--- config.mk ---
export PLATFORM = sky130hd
export DESIGN_NAME = gf128_clmul_seq_flat
export DESIGN_NICKNAME = d
export VERILOG_FILES = /design/src/rtl/gf128_clmul_seq_if.sv /design/src/rtl/gf128_clmul_seq.sv /design/src/flat_wrapper.sv
export SDC_FILE = /design/constraint.sdc
export NUM_CORES = 2
export LEC_CHECK = 0
export BUFFER_PORTS_ARGS = -buffer_cell sky130_fd_sc_hd__buf_4
export CAP_MARGIN = 30
export CORE_AREA = 8 8 290 292
export DETAILED_ROUTE_END_ITERATION = 10
export DIE_AREA = 0 0 298 300
export PLACE_DENSITY_LB_ADDON = 0.3
export SYNTH_ARGS = -nofsm -noshare
export SYNTH_HDL_FRONTEND = slang
export SYNTH_SLANG_ARGS = --single-unit
--- constraint.sdc ---
create_clock -name clk -period 15.4 [get_ports clk]
set_clock_uncertainty 0.1 [all_clocks]
set_input_delay 3.08 -clock clk [delete_from_list [all_inputs] [get_ports clk]]
set_output_delay 3.08 -clock clk [all_outputs]
set_load 0.05 [all_outputs]
--- src/rtl/gf128_clmul_seq_if.sv ---
// gf128_clmul_seq_if: operand and product handshake bundle for the carry-less multiplier
interface gf128_clmul_seq_if;
  logic in_valid;
  logic in_ready;
  logic [127:0] a;
  logic [127:0] b;
  logic out_valid;
  logic out_ready;
  logic [255:0] p;
  logic busy;
  modport master(output in_valid, a, b, out_ready, input in_ready, out_valid, p, busy);
  modport slave(input in_valid, a, b, out_ready, output in_ready, out_valid, p, busy);
endinterface

--- src/rtl/gf128_clmul_seq.sv ---
// gf128_clmul_seq: digit-serial MSB-first carry-less 128x128 multiplier producing the unreduced 256-bit product
module gf128_clmul_seq #(
  parameter int DIGIT_W = 8
) (
  input logic clk,
  input logic rst,
  gf128_clmul_seq_if.slave bus
);
  localparam int N = 128 / DIGIT_W;
  localparam int CW = $clog2(N);
  if (DIGIT_W < 1 || DIGIT_W > 32 || (DIGIT_W & (DIGIT_W - 1)) != 0) begin : g_bad_digit
    $error("gf128_clmul_seq: DIGIT_W must be 1, 2, 4, 8, 16 or 32");
  end
  typedef enum logic [1:0] {IDLE, BUSY, DONE} state_t;
  state_t state_q;
  logic in_ready_q, out_valid_q, busy_q;
  logic [127:0] a_q, b_q;
  logic [255:0] acc_q, acc_d, pp;
  logic [CW-1:0] cnt_q;
  // b_q shifts left each step so the current digit always sits in its top DIGIT_W bits
  always_comb begin
    pp = '0;
    for (int j = 0; j < DIGIT_W; j++) pp ^= b_q[128-DIGIT_W+j] ? {128'b0, a_q} << j : 256'b0;
    acc_d = (acc_q << DIGIT_W) ^ pp;
  end
  always_ff @(posedge clk) begin
    if (rst) begin
      state_q <= IDLE;
      in_ready_q <= 1'b1;
      out_valid_q <= 1'b0;
      busy_q <= 1'b0;
      acc_q <= '0;
      cnt_q <= '0;
    end else begin
      case (state_q)
        IDLE: if (bus.in_valid) begin
          a_q <= bus.a;
          b_q <= bus.b;
          acc_q <= '0;
          cnt_q <= '0;
          in_ready_q <= 1'b0;
          busy_q <= 1'b1;
          state_q <= BUSY;
        end
        BUSY: begin
          acc_q <= acc_d;
          b_q <= b_q << DIGIT_W;
          cnt_q <= cnt_q + 1'b1;
          if (cnt_q == CW'(N - 1)) begin
            out_valid_q <= 1'b1;
            state_q <= DONE;
          end
        end
        DONE: if (bus.out_ready) begin
          out_valid_q <= 1'b0;
          busy_q <= 1'b0;
          in_ready_q <= 1'b1;
          state_q <= IDLE;
        end
        default: state_q <= IDLE;
      endcase
    end
  end
  assign bus.in_ready = in_ready_q;
  assign bus.out_valid = out_valid_q;
  assign bus.busy = busy_q;
  assign bus.p = acc_q;
endmodule

--- src/flat_wrapper.sv ---
// flat-port wrapper written by rule: the top's interface ports become plain ports
module gf128_clmul_seq_flat 
#(
  parameter int DIGIT_W = 8
)
  (clk, rst, bus_in_valid, bus_a, bus_b, bus_out_ready, bus_in_ready, bus_out_valid, bus_p, bus_busy);
  gf128_clmul_seq_if bus_i ();
  input logic clk;
  input logic rst;
  input wire logic [$bits(bus_i.in_valid)-1:0] bus_in_valid;
  input wire logic [$bits(bus_i.a)-1:0] bus_a;
  input wire logic [$bits(bus_i.b)-1:0] bus_b;
  input wire logic [$bits(bus_i.out_ready)-1:0] bus_out_ready;
  output wire logic [$bits(bus_i.in_ready)-1:0] bus_in_ready;
  output wire logic [$bits(bus_i.out_valid)-1:0] bus_out_valid;
  output wire logic [$bits(bus_i.p)-1:0] bus_p;
  output wire logic [$bits(bus_i.busy)-1:0] bus_busy;
  assign bus_i.in_valid = bus_in_valid;
  assign bus_i.a = bus_a;
  assign bus_i.b = bus_b;
  assign bus_i.out_ready = bus_out_ready;
  assign bus_in_ready = bus_i.in_ready;
  assign bus_out_valid = bus_i.out_valid;
  assign bus_p = bus_i.p;
  assign bus_busy = bus_i.busy;
  gf128_clmul_seq #(.DIGIT_W(DIGIT_W)) u_core (.clk(clk), .rst(rst), .bus(bus_i));
endmodule
* Word level (Yosys, flattened, before mapping)
Cells that the tools add are included.
** Cells by class
- Equality and inequality tests :: 6
- Reductions and logical operators :: 10
- Magnitude comparators :: 0
- Mux-type cells :: 26
- Bitwise logic cells :: 9
- $add $sub $neg :: 1
- Shifts and indexed selects :: 0
- Multiply operators :: 0
- Div/mod/pow operators :: 0
** Operators by type and width (number)
- $xor 256x256->256 :: 8
- $pmux 256 s2 :: 1
- $mux 128 :: 2
- $mux 256 :: 1
- $pmux 128 s2 :: 1
- $mux 135 :: 1
- $mux 134 :: 1
- $mux 133 :: 1
- $mux 132 :: 1
- $mux 131 :: 1
- $mux 130 :: 1
- $mux 129 :: 1
- $reduce_and 3->1 :: 5
- $pmux 4 s2 :: 1
- $mux 2 :: 3
- $pmux 1 s2 :: 3
- $pmux 2 s3 :: 1
- $reduce_bool 2->1 :: 3
- $mux 1 :: 5
- $add 4x1->4 const B :: 1
- $eq 4x4->1 const B :: 1
- $mux 4 :: 1
- $ne 2x2->1 const B :: 2
- $eq 2x1->1 const B :: 1
- other kinds (5) :: 5
** Word-level totals
- Bits in latches :: 0
- Bits in writable memories :: 0
- Flip-flop bits (word level) :: 521
- Memory bits (read-only) :: 0
- Memories kept :: 0
- Output and inout port bits :: 259
- Bits of input ports :: 260
- Word-level logic and storage cells :: 60

* Longest topological paths before layout
- Word-level depth :: 10
- Gate-level depth with buffers :: 8
- Gate-level depth less buffers :: 6

* Least setup slack after synthesis
No wires, ideal clock.
- Path type :: input port to flip-flop
- Start point :: input rst
- End point :: register u_core.a_q[0], enable pin
- Arrival :: 12072 ps
- Stages on the path :: 2
- Path buffers :: 1
- Data required time :: 14526 ps
- Library setup time :: 774 ps
- Setup slack :: 2453 ps
- Path through :: clkbuf_1 -> nor3_1
** On the way
- Cells in the longest elaborated chain, start to end :: 2
** RTL lines
- start: declaration :: line flat_wrapper.sv:9 : input logic rst;
- $not 1->1 (no line)
- $reduce_and 3->1 (no line)
- end signal: assignment :: line gf128_clmul_seq.sv:37 : a_q <= bus.a;
- end: declaration :: line gf128_clmul_seq.sv:17 : logic [127:0] a_q, b_q;
Every way passes these cells.
A chain may end at the register's enable or synchronous reset.

* Final worst setup path
- Start point :: input rst
- End point :: register u_core.b_q[60], enable pin
** On the way
- Cells in the longest elaborated chain, start to end :: 2
** RTL lines
- $not 1->1 (no line)
- $reduce_and 3->1 (no line)
- end signal: assignment :: line gf128_clmul_seq.sv:38 : b_q <= bus.b;
- end signal: assignment :: line gf128_clmul_seq.sv:47 : b_q <= b_q << DIGIT_W;
- end: declaration :: line gf128_clmul_seq.sv:17
Every way passes these cells.

==> out/summary.txt <==
Outcome -> finished clean
CP endpoint kind -> flip-flop
Net switching power -> 0.00160 W
Yosys reg bits -> 521
CTS sink cnt -> 521
Mapped Nets -> 3,968
All-layer global routing usage -> 20.9%
Main area contributors after synthesis -> edfxtp_1 24%, xnor2_1 21%, dfxtp_1 17%
P_int -> 0.00317 W
RR Endpoint -> u_core.b_q[30]$_DFFE_PP_
Via count -> 25,400
RSZ-0062 raised after global routing -> no
Top cells by count, synth -> 1,385 x nand2_1, 764 x xnor2_1, 265 x dfxtp_1
Routed Antenna Nets -> 0
Die area -> 89,400 µm²
Tcrit/Tclk final -> 33.1%
Largest net degree at the start of global routing -> 130
Final Hold Fails -> 0
Count leader, synth -> nand2_1
Die width -> 298 µm
Top-area cell type share of the netlist area -> 24.4%
Layout cell share with drive strength beyond 1 -> 16.4%
Worst Hold Class -> flip-flop to flip-flop
Worst-Margin Slew -> 1010 ps
Part of the power in registers -> 35.9%
Iteration-0 DRC Markers -> 1,948
Startpoint Class -> input pin
Core area -> 79,600 µm²
Filler cells -> 7,668
Clk_lat worst skew -> 650 ps
Area grow syn2layout -> 20.2%
First-pass GRT wire length -> 150,000 µm
Initial Util -> 39.5%
Cell row count -> 104
Launching point of the worst reg2reg path -> u_core.state_q[0]$_SDFFE_PP0P_
CTS max path bufs -> 3
Ys flop type -> dfxtp_1
Post CTS Setup Buffer Count -> 0
Total negative setup slack -> 0 ps
Pwr dens -> 126 nW/µm²
Max-cap viol count -> 0
CTS H-Tree Depth -> 2
Finished Cell Area -> 37,800 µm²
Number of global-route vias before repair -> 24,400
Global route overflow -> 0
Worst rel slew slack -> 32.4%
Synth cell types -> 29
Ports -> 519
Port buffer count -> 518
Routed vias/inst -> 4.99
Mapped Cells -> 3,707
Seq/Total Area, Yosys -> 41.3%
Type of the worst setup path -> input pin to flip-flop
Wire length per cell -> 19.5 µm
R2R cell count -> 6
Crit path launch -> rst
CTS root buffer -> clkbuf_16
Drt pass-1 iters -> 5
Clock power frac -> 33.4%
Max rail drop VDD -> 0.0000736 V
Worst-path fanout max -> 69
Area leader, netlist -> edfxtp_1
Switching Share -> 33.5%
Mapped cell area -> 31,400 µm²
Fin. max-slew vios -> 0
Worst setup path endpoint -> u_core.b_q[60]$_DFFE_PP_
Post-synth EDFFs -> 256
Avg Cell Area, Syn -> 8.48 µm²
Post-synth ARST share -> 0%
Nets -> 4,240
Final setup vio count -> 0
Gpl congestion -> 0.822
Total routed wirelength -> 99,200 µm
CTS tree -> done
TritonCTS buffer count -> 61
Critical Path AT -> 5260 ps
Detailed Place HPWL -> 66,800 µm
Worst reg-to-reg setup slack -> 11,610 ps
Worst EP required -> 15,570 ps
Hold Buf Count CTS -> 0
Multi-input gate area -> 17,000 µm²
Clock slew at reported path FFs -> 60 ps
Placed inst area -> 35,500 µm²
Leakage -> 14.9 nW
Die span in y -> 300 µm
DP Worst Slack -> 9570 ps
Logic pwr share -> 30.7%
Hold slack final -> 404 ps
Initial antenna violation count -> 10
Post_cts resized -> 0
DRC viols -> 0
Min cycle time layout -> 5090 ps
Total of warnings raised by yosys -> 0
Fmax achieved -> 196 MHz
Final setup margin -> 10,310 ps
Seq. cell area -> 13,000 µm²
-- sequential cells by signal, indices dropped and copies added (netlist names) --
register,cells
u_core.state_q,2
u_core.b_q,128
u_core.bus.busy,1
u_core.bus.p,256
u_core.cnt_q,4
u_core.bus.out_valid,1
u_core.a_q,128
u_core.bus.in_ready,1
-- cells in the final DEF (no fill, tap or decap), drive strengths merged --
| master | n |
|---|---|
| diode | 5 |
| clkinv | 17 |
| dfxtp | 265 |
| nand3 | 2 |
| ha | 1 |
| nor3 | 2 |
| o21bai | 1 |
| o21ai | 1 |
| a311oi | 1 |
| edfxtp | 256 |
| a22oi | 135 |
| xor2 | 252 |
| a21oi | 8 |
| buf | 551 |
| bufinv | 10 |
| clkbuf | 84 |
| a21o | 1 |
| clkinvlp | 1 |
| a32oi | 1 |
| a22o | 120 |
| nand2 | 1385 |
| inv | 5 |
| a211oi | 1 |
| nor2b | 2 |
| nor2 | 152 |
| xnor2 | 764 |
| and2 | 8 |
| or2 | 1 |
| nand2b | 3 |
| nand4 | 1 |
-- cell type report --
cell class / instances / share of cell area [%]
multi-input combinational: 2842 / 44.9
tap: 1060 / 3.51
antenna: 5 / 0.0331
inverter: 2 / 0.0199
sequential: 521 / 34.4
clock buffer: 84 / 4.67
clock inverter: 31 / 1.26
timing repair buffer: 551 / 11.2
-- through the flow --
step / total power, W / util (%) / instances
finish: 0.00477 / 47.5 / 5096
floorplan: 0.00283 / - / 3707
global route: 0.00498 / 47.4 / 5093
detailed placement: 0.00321 / 44.6 / 4974
CTS: 0.00482 / 47.4 / 5089
global placement: 0.00320 / 44.5 / 4972
-- power by group through the flow --
stage | Combinational, W | Clock (W) | Sequential [W]
after floorplan | 0.000955 | 0 | 0.00187
after global placement | 0.00145 | 0 | 0.00174
after detailed placement | 0.00147 | 0 | 0.00174
after CTS | 0.00147 | 0.00163 | 0.00172
after global routing | 0.00158 | 0.00168 | 0.00172
final | 0.00146 | 0.00159 | 0.00171
-- kinds of logic after synthesis --
logic type | share of synthesized area (%)
and+or+nand+nor | 18.7
xor gates and xnor gates | 28.3
DFF | 41.3
buffers and inverters | 4.81
AOI/OAI and AO/OA | 6.84
adders and majority gates | 0.0398
-- how the worst min path moves through the flow --
| stage | startpoint | end | slack [ps] | cells after the start |
|---|---|---|---|---|
| after floorplan | u_core.cnt_q[0]$_SDFFE_PP0P_ | u_core.cnt_q[0]$_SDFFE_PP0P_ | 370 | 1 |
| after global placement | u_core.b_q[43]$_DFFE_PP_ | u_core.b_q[51]$_DFFE_PP_ | 390 | 2 |
| after detailed placement | u_core.bus.p[253]$_SDFFE_PP0P_ | u_core.bus.p[253]$_SDFFE_PP0P_ | 390 | 2 |
| after CTS | u_core.cnt_q[0]$_SDFFE_PP0P_ | u_core.cnt_q[0]$_SDFFE_PP0P_ | 400 | 1 |
| after global routing | u_core.b_q[43]$_DFFE_PP_ | u_core.b_q[51]$_DFFE_PP_ | 420 | 2 |
| final | u_core.cnt_q[0]$_SDFFE_PP0P_ | u_core.cnt_q[0]$_SDFFE_PP0P_ | 400 | 1 |
-- metal layers --
| metal | vias up | GRT usage (%) | wire (µm) | part of all wire, % |
|---|---|---|---|---|
| met5 | - | 0 | 52 | 0.052 |
| met4 | 8 | 6.68 | 3250 | 3.3 |
| met3 | 180 | 5.21 | 7520 | 7.6 |
| met2 | 898 | 34.5 | 46500 | 47 |
| met1 | 12100 | 26.9 | 41800 | 42 |
| li1 | 12200 | - | - | - |
-- worst max-delay path, cell delays in order --
cell and delay (ps):
buf_4 300, nor3_2 290, buf_4 650, buf_4 820
No activity file was read; power rests on OpenSTA's default activity.
